[src/rtl/clk_div_multi.sv]
`default_nettype none
// ============================================================================
// Module   : clk_div_multi
// Purpose  : Multi-channel integer clock divider. Each of NUM_CH channels
//            divides clk by its own ratio (2..2^WIDTH-1, odd or even) and
//            produces a registered divided clock plus a one-cycle strobe in
//            the cycle that clock rises. Ratio changes only take effect at
//            period boundaries, so no runt pulses are ever produced.
// Ports    : clk        - high-speed source clock, all logic on posedge
//            rst        - asynchronous active-low reset
//            en         - global run enable (level)
//            sync       - one-cycle pulse, restarts every running channel
//            div_ratio  - requested ratios, channel i at [i*WIDTH +: WIDTH]
//            clk_out    - registered divided clocks
//            clk_en     - strobe, high in the cycle clk_out[i] rises
//            locked     - channel has run a full period at the requested ratio
//            ref_clk    - clk passed straight through
// Revision : 1.0 - initial release
// ============================================================================
module clk_div_multi #(
  parameter int WIDTH  = 8,
  parameter int NUM_CH = 2
) (
  input  logic                    clk,
  input  logic                    rst,
  input  logic                    en,
  input  logic                    sync,
  input  logic [NUM_CH*WIDTH-1:0] div_ratio,
  output logic [NUM_CH-1:0]       clk_out,
  output logic [NUM_CH-1:0]       clk_en,
  output logic [NUM_CH-1:0]       locked,
  output logic                    ref_clk
);

  typedef enum logic [1:0] {
    ST_IDLE = 2'd0,
    ST_RUN  = 2'd1,
    ST_STOP = 2'd2
  } state_t;

  // Raw source clock for consumers that need the undivided rate.
  assign ref_clk = clk;

  for (genvar i = 0; i < NUM_CH; i++) begin : g_ch
    state_t           state, state_nx;
    logic [WIDTH-1:0] count, count_nx;
    logic [WIDTH-1:0] active, active_nx;
    logic             out_q, out_nx;
    logic             strobe_q, strobe_nx;
    logic             lock_q, lock_nx;
    logic [WIDTH-1:0] req_raw;
    logic [WIDTH-1:0] req;
    logic [WIDTH-1:0] half;
    logic [WIDTH-1:0] count_inc;
    logic             wrap;

    // Ratios 0 and 1 cannot be produced; treat them as divide-by-2.
    assign req_raw   = div_ratio[i*WIDTH +: WIDTH];
    assign req       = (req_raw < WIDTH'(2)) ? WIDTH'(2) : req_raw;
    assign half      = active >> 1;
    assign count_inc = count + WIDTH'(1);
    assign wrap      = (count == active - WIDTH'(1));

    always_ff @(posedge clk or negedge rst) begin
      if (!rst) begin
        state    <= ST_IDLE;
        count    <= '0;
        active   <= WIDTH'(2);
        out_q    <= 1'b0;
        strobe_q <= 1'b0;
        lock_q   <= 1'b0;
      end else begin
        state    <= state_nx;
        count    <= count_nx;
        active   <= active_nx;
        out_q    <= out_nx;
        strobe_q <= strobe_nx;
        lock_q   <= lock_nx;
      end
    end

    always_comb begin
      state_nx  = state;
      count_nx  = count;
      active_nx = active;
      out_nx    = out_q;
      strobe_nx = 1'b0;
      lock_nx   = lock_q;

      case (state)
        ST_IDLE: begin
          count_nx = '0;
          out_nx   = 1'b0;
          lock_nx  = 1'b0;
          if (en) begin
            // Start a fresh period: the first rising edge is right now.
            state_nx  = ST_RUN;
            active_nx = req;
            out_nx    = 1'b1;
            strobe_nx = 1'b1;
          end
        end

        ST_RUN, ST_STOP: begin
          if (wrap && !en) begin
            // Period completed with the channel stopping: park low.
            state_nx = ST_IDLE;
            count_nx = '0;
            out_nx   = 1'b0;
            lock_nx  = 1'b0;
          end else begin
            // en low mid-period lets the period run out in STOP; en high
            // again in STOP resumes RUN without touching the period.
            state_nx = en ? ST_RUN : ST_STOP;

            if (wrap || sync) begin
              // Period boundary (natural or forced): only place the ratio
              // may change, so the low phase is never cut short.
              count_nx  = '0;
              active_nx = req;
              out_nx    = 1'b1;
              strobe_nx = 1'b1;
            end else begin
              count_nx = count_inc;
              out_nx   = (count_inc < half);
            end

            // Wrap takes priority over sync so that a coincident sync is
            // indistinguishable from a plain wrap.
            if (!en) begin
              lock_nx = 1'b0;
            end else if (wrap) begin
              lock_nx = (active == req);
            end else if (sync || (active != req)) begin
              lock_nx = 1'b0;
            end
          end
        end

        default: begin
          state_nx  = ST_IDLE;
          count_nx  = '0;
          active_nx = WIDTH'(2);
          out_nx    = 1'b0;
          lock_nx   = 1'b0;
        end
      endcase
    end

    assign clk_out[i] = out_q;
    assign clk_en[i]  = strobe_q;
    assign locked[i]  = lock_q;
  end

endmodule
`default_nettype wire

[config.mk]
export PLATFORM = sky130hd
export DESIGN_NAME = clk_div_multi
export DESIGN_NICKNAME = d
export VERILOG_FILES = /design/src/rtl/clk_div_multi.sv
export SDC_FILE = /design/constraint.sdc
export NUM_CORES = 1
export LEC_CHECK = 0
export CAP_MARGIN = 0
export CORE_AREA = 2 2 76 78
export DETAILED_ROUTE_END_ITERATION = 10
export DIE_AREA = 0 0 78 80
export GPL_TIMING_DRIVEN = 0
export MAX_ROUTING_LAYER = met4
export PLACE_DENSITY = 0.79
export SLEW_MARGIN = 20
export SYNTH_ARGS = -nofsm -noshare
export SYNTH_HDL_FRONTEND = slang
export SYNTH_SLANG_ARGS = --single-unit
[constraint.sdc]
create_clock -name clk -period 3 [get_ports clk]
set_input_delay 0.45 -clock clk [delete_from_list [all_inputs] [get_ports clk]]
set_output_delay 0.45 -clock clk [all_outputs]
set_load 0.02 [all_outputs]
==> impl_metrics.yaml, run 1 <==
synthesis:
  synth.top_cells.by_area: "sky130_fd_sc_hd__dfrtp_1, sky130_fd_sc_hd__ha_1, sky130_fd_sc_hd__xnor2_1"
  ys_dominant_reg_cell: "sky130_fd_sc_hd__dfrtp_1"
  synth.top_cell.area_share: 0.3268
  ys_seq_area_frac: 0.3440
  netlist-cell-type-count: 54
  synth_area_leader_cell: "sky130_fd_sc_hd__dfrtp_1"
  async_flop_share: 1.000
  synth_area_sq_um: 3063
  synth-warning-count: 0
  synth.net_count: 371
  syn_inst: 330
  post_synth.cell_area_avg_sq_um: 9.282
  synth_enable_flop_cells: 0
  yosys_register_bits: 42
pwr:
  ir_drop_mv: 0.5669
  power_density_nw_per_um2: 940.0
  p_leak_uw: 0.001695
setup_path:
  critical_path_depth: 8
  worst-path-max-fanout: 8
  worstRegToRegCells: 8
  crit_path_top_delay_cell: "sky130_fd_sc_hd__dfstp_2"
  critPathLaunchType: "register"
  r2r_slack_ns: 0.18
  cpLargestDelayFamily: "compound AO/OA/AOI/OAI gates"
  timing.critical_path.slowest_cell_delay_ns: 0.62
  cp-end-kind: "register"
  crit_buf_inv: 1
  critical_path_required_ns: 3.34
  crit_path_cell_trace: "inv_1, ha_1, o21ba_2, a221oi_1, a41oi_1, o41ai_2, a21bo_4, mux2i_1"
  cp_data_arrival_time_ns: 3.16
  criticalPathCategory: "register to register"
timing:
  setup_repair_after_global_routing_missed_its_margin: "false"
  layout_worst_path_cycle_share: 0.9401
  period_minus_slack_ns: 2.820
  timing.fmax_ghz: 0.3546
  worst_clock_skew_ns: 0.009556
  worst_pin_slew_ns: 0.6414
  timing_max_transition_violations_final: 0
  totalNegativeSetupSlack_ns: 0
  hold_viol_final: 0
  final-setup-viol-count: 0
  maxSlewHeadroom: 0.5715
die:
  rows: 27
  initial_utilization: 0.5667
  core_region_area_sq_um: 5405
  die_width_um: 78
  dieArea_sq_um: 6240
  die_height_um: 80
  design.portCount: 27
layout:
  finish.utilization: 0.6780
  layout.nets: 409
  area_growth_syn_to_layout_pct: 19.65
  num-fill-cells: 416
  finish.cell_count_without_fillers: 441
  final_layout_size_suffix_gt1_frac: 0.1084
  antenna_cells_inserted: 0
route:
  detail_route.vias_per_cell: 5.794
  drtIter0Drc: 151
  detail_route.wl_per_cell_um: 15.50
  detail_route.wirelength_mm: 6.835
  drc_errors: 0
  drt_antenna_net_count: 0
  detailed_router_iteration_count_before_antenna_repair: 5
  route.vias.total: 2555
placed_design:
  detailed_place_hpwl_mm: 5.101
  port_buffers: 25
  routabilityCongestion: 0.8663
  placed_cells: 428
grt:
  globalRoute.totalOverflow: 0
  grtUsageTotal: 0.2428
  antenna_violations_before_repair: 0
  grt_start_max_net_pins: 23
  grt_first_pass_wirelength_mm: 11.47
  first_global_vias: 2563
clocking:
  cts_tree: "yes"
  ctsHoldBuffers: 0
  clk_latency_ns: 0.41
  path_clk_slew_ns: 0.09
status:
  run_status: "complete, no violations"
hold_path:
  hold_class: "input pin to asynchronous set/reset pin"
run:
  drv_cap: 0
-- cells in the final DEF, fill, tap and decap left out, types with 11 or more instances in the layout --
master and count:
sky130_fd_sc_hd__nand2b_1 15, sky130_fd_sc_hd__ha_1 21, sky130_fd_sc_hd__nand2_1 17, sky130_fd_sc_hd__nor2_1 24
sky130_fd_sc_hd__buf_4 11, sky130_fd_sc_hd__inv_1 26, sky130_fd_sc_hd__dfrtp_1 40, sky130_fd_sc_hd__mux2i_1 16
sky130_fd_sc_hd__clkdlybuf4s50_1 24, sky130_fd_sc_hd__xor2_1 19, sky130_fd_sc_hd__xnor2_1 24
-- state kept, by name (all words and copies together) (netlist names) --
| signal | count |
|---|---|
| g_ch.active | 16 |
| g_ch.count | 16 |
| g_ch.state | 4 |
| g_ch.lock_q | 2 |
| g_ch.out_q | 2 |
| g_ch.strobe_q | 2 |
-- power by group --
part | total [uW] | switching (uW) | leakage, uW | internal [uW]
registers | 947 | 188 | 0.000534 | 758
logic | 1770 | 948 | 0.00106 | 826
clock network | 725 | 246 | 0.000102 | 479
-- layout make-up --
class / count / area [sq um] / share of cell area
Timing Repair Buffer: 28 / 297.8 / 0.08126
Clock inverter: 2 / 60.06 / 0.01639
Clock buffer: 10 / 133.9 / 0.03653
Buffer: 18 / 111.4 / 0.03039
Sequential cell: 42 / 1054 / 0.2875
Tap cell: 72 / 90.09 / 0.02458
Inverter: 26 / 97.59 / 0.02663
Multi-Input combinational cell: 243 / 1821 / 0.4968
-- metal layers --
layer | part of all wire | vias up | global-route usage
met5 | 0 | - | -
met4 | 0.016 | 0 | 0.1193
met2 | 0.48 | 66 | 0.3862
met1 | 0.45 | 1242 | 0.2990
li1 | - | 1233 | -
met3 | 0.053 | 14 | 0.04525
-- cells in the mapped netlist (6+ instances only) --
cell type,number
sky130_fd_sc_hd__xor2_1,19
sky130_fd_sc_hd__a21oi_1,9
sky130_fd_sc_hd__nor2b_1,10
sky130_fd_sc_hd__xnor2_1,24
sky130_fd_sc_hd__buf_4,9
sky130_fd_sc_hd__o21ai_0,7
sky130_fd_sc_hd__and3_1,9
sky130_fd_sc_hd__dfrtp_1,40
sky130_fd_sc_hd__clkbuf_1,6
sky130_fd_sc_hd__ha_1,21
sky130_fd_sc_hd__nor3_1,7
sky130_fd_sc_hd__nor2_1,24
sky130_fd_sc_hd__mux2i_1,16
sky130_fd_sc_hd__nand3_1,8
sky130_fd_sc_hd__nand2_1,17
sky130_fd_sc_hd__inv_1,26
sky130_fd_sc_hd__nand2b_1,15
-- cell families (layout without fill, tap and decap cells) --
family,Yosys count,after routing,share of synthesized area
DFF,42,42,0.3440
muxes,16,16,0.05229
buffers and inverters,45,84,0.06985
xor gates and xnor gates,43,43,0.1230
AOI/OAI and AO/OA,52,52,0.1287
adders and majority gates,21,21,0.08578
and+or+nand+nor,111,111,0.1965
-- what timing repair did --
action,CTS,global route
pin swaps,0,3
endpoints found under the setup margin,8,16
resized for setup,1,3
buffers inserted,0,3
cloned,0,0
-- metrics by stage --
step / power [uW] / setup WS, ns / area, sq um / hold slack [ns]
finish: 3445 / 0.1796 / 3665 / 0.01042
global route: 3706 / 0.02494 / 3665 / 0.03300
CTS: 3370 / 0.02702 / 3620 / 0.01704
detailed placement: 2668 / -0.1129 / 3426 / 0.4573
global placement: 2605 / -0.02579 / 3403 / 0.5332
floorplan: 2227 / 0.3496 / 3063 / 0.1544
-- path summary, 6_finish.rpt --
| path | start | end |
|---|---|---|
| setup / recovery | g_ch[0].active[1] | g_ch[0].active[4] |
| hold / removal | rst | g_ch[0].out_q |
| setup reg to reg | g_ch[0].active[1] | g_ch[0].active[4] |
| hold reg to reg | g_ch[1].lock_q | g_ch[1].lock_q |
| max in group asynchronous | rst | g_ch[0].count[1] |
| min in group clk | en | g_ch[0].state[1] |
Note: power is estimated with default switching activity, not from simulation.
==> inputs of run 2 (changes only) <==
CORE_AREA = 2 2 75 77   (was 2 2 76 78)
CTS_BUF_LIST = sky130_fd_sc_hd__clkbuf_4   (was default)
DIE_AREA = 0 0 77 79   (was 0 0 78 80)
GPL_TIMING_DRIVEN = 1   (was 0)
PLACE_DENSITY = 0.8   (was 0.79)
==> run 2 against run 1 <==
Design area fell by 6.5%. Combinational power shrank 15%. Count of clock-buffer cells in the layout did not move. Final cell count down 3.9%. Routed wire length fell by 3.0%. Critical path type unchanged. Critical endpoint is now g_ch[0].active[0]. Highest routed layer unchanged.
==> impl_metrics.yaml, run 2 (synthesized netlist as in run 1, its figures left out) <==
setup_path:
  timing.rr.start: "g_ch[0].active[1]"
  timing.critical_path.slowest_cell_delay_ns: 0.62
  crit_path_cell_trace: "inv_1, ha_1, o21ba_2, a221oi_1, a41oi_1, o41ai_1, a21bo_2, mux2i_1"
  worst-path-max-fanout: 8
  crit_start: "g_ch[0].active[1]"
  crit_path_top_delay_cell: "sky130_fd_sc_hd__dfstp_2"
  critPathLaunchType: "register"
  cp_data_arrival_time_ns: 3.22
  cp-end-kind: "register"
  critical_path_required_ns: 3.40
  criticalPathCategory: "register to register"
grt:
  antenna_violations_before_repair: 0
  grt_start_max_net_pins: 43
  grt_first_pass_wirelength_mm: 11.27
  globalRoute.totalOverflow: 0
  grtUsageTotal: 0.2408
  first_global_vias: 2410
layout:
  antenna_cells_inserted: 0
  area_growth_syn_to_layout_pct: 11.89
  final_layout_size_suffix_gt1_frac: 0.07670
  most-common-layout-cells: "sky130_fd_sc_hd__dfrtp_1, sky130_fd_sc_hd__inv_1, sky130_fd_sc_hd__clkdlybuf4s50_1"
  layout.nets: 392
  final_common_cell: "sky130_fd_sc_hd__dfrtp_1"
  layout_top_registers: "g_ch.active: 16 flops, g_ch.count: 16 flops, g_ch.state: 4 flops"
  finish.utilization: 0.6421
route:
  drt_antenna_net_count: 0
  drc_errors: 0
  detail_route.wl_per_cell_um: 15.63
  detailed_router_iteration_count_before_antenna_repair: 4
  route.vias.total: 2422
  detail_route.wirelength_mm: 6.627
  drtIter0Drc: 156
  detail_route.vias_per_cell: 5.712
die:
  design.portCount: 27
  rows: 27
  dieArea_sq_um: 6083
  die_width_um: 77
  die_height_um: 79
  core_region_area_sq_um: 5338
  initial_utilization: 0.5738
pwr:
  p_leak_uw: 0.001570
  switching_share: 0.4324
  ir_drop_mv: 0.4950
  power_density_nw_per_um2: 882.2
  internal_power_uw: 1716
  comb_power_share: 0.501
  switching_power_uw: 1307
  pwr-share-clk: 0.159
  sequential_cell_fraction_of_total_power: 0.340
timing:
  setup_repair_after_global_routing_missed_its_margin: "false"
  maxSlewHeadroom: 0.3769
  layout_worst_path_cycle_share: 0.9376
  totalNegativeSetupSlack_ns: 0
  timing.fmax_ghz: 0.3555
  period_minus_slack_ns: 2.813
  hold_viol_final: 0
  final-setup-viol-count: 0
  timing_max_transition_violations_final: 0
  worst_clock_skew_ns: 0.009897
  worst_pin_slew_ns: 0.9347
placed_design:
  routabilityCongestion: 0.8823
  port_buffers: 26
  detailed_place_hpwl_mm: 4.940
status:
  run_status: "complete, no violations"
clocking:
  path_clk_slew_ns: 0.13
  cts_resized: 0
  postCtsSetupRepairBufs: 0
  clk_latency_ns: 0.48
  ctsHoldBuffers: 0
  cts_tree: "yes"
run:
  drv_cap: 0
hold_path:
  hold_class: "input pin to asynchronous set/reset pin"
-- run 2: cell types whose count changed in the layout (fill, tap and decap cells not counted), sizes merged --
cell	previous run	this run
buf	17	5
clkbuf	15	9
bufinv	2	1
clkdlybuf4s50	24	25
clkinvlp	0	1
-- run 2: path summary, 6_finish.rpt --
kind                                     endpoint  slack [ns]  cells past startpoint
worst max-delay path            g_ch[0].active[0]        0.19                      8
worst min-delay path            g_ch[1].active[6]         0.1                      1
worst max register to register  g_ch[0].active[0]        0.19                      8
worst min register to register     g_ch[1].lock_q        0.56                      2
max in group asynchronous       g_ch[0].active[5]        2.32                      1
min in group clk                   g_ch[1].lock_q        0.56                      2
-- run 2: final cells by class --
type | instances | area (sq um)
flip-flops and latches | 42 | 1054
fillers | 457 | 1911
clock buffers | 10 | 77.57
well taps | 72 | 90.09
multi-input cells | 243 | 1795
clock inverters | 2 | 37.54
inverters | 26 | 97.59
repair buffers | 29 | 275.3
-- run 2: worst max-delay path, delay by kind of cell, from the launching register on --
family | cells | cell delay, ns
buf+inv | 1 | 0.07
compound gates | 5 | 1.52
fa+ha+maj | 1 | 0.25
flops | 1 | 0.62
mux | 1 | 0.27
-- run 2: power groups by stage --
stage	Clock [uW]	Combinational (uW)	Sequential, uW
floorplan	38.9	1290	899
global placement	44.8	1450	1020
detailed placement	44.8	1490	1030
CTS	497	1510	1020
global route	526	1680	1060
finish	481	1510	1030
-- run 2: routing by layer --
metal  global-route usage  routed length [um]  up-vias
met5                    -                   0        -
li1                     -                   -     1182
met3              0.04318                 343       10
met2               0.3684                3121       71
met1               0.3088                3036     1159
met4               0.1250                 125        0
-- run 2: per-stage QoR --
step / total power [uW] / hold WS [ns] / cell area, sq um / setup WS, ns / cells
3_5_place_dp: 2572 / 0.5381 / 3322 / 0.2799 / 413
4_1_cts: 3027 / 0.1252 / 3427 / 0.2315 / 424
6_report: 3023 / 0.09839 / 3427 / 0.1872 / 424
3_3_place_gp: 2521 / 0.5146 / 3322 / 0.4232 / 413
2_1_floorplan: 2227 / 0.1544 / 3063 / 0.3496 / 330
5_1_grt: 3262 / 0.1611 / 3427 / 0.1228 / 424
==> inputs of run 3 (changes only) <==
ABC_CLOCK_PERIOD_IN_PS = 3000   (was default)
==> results of run 3 <==
Same layout as run 2: the final DEF is identical, and so are final timing and power.
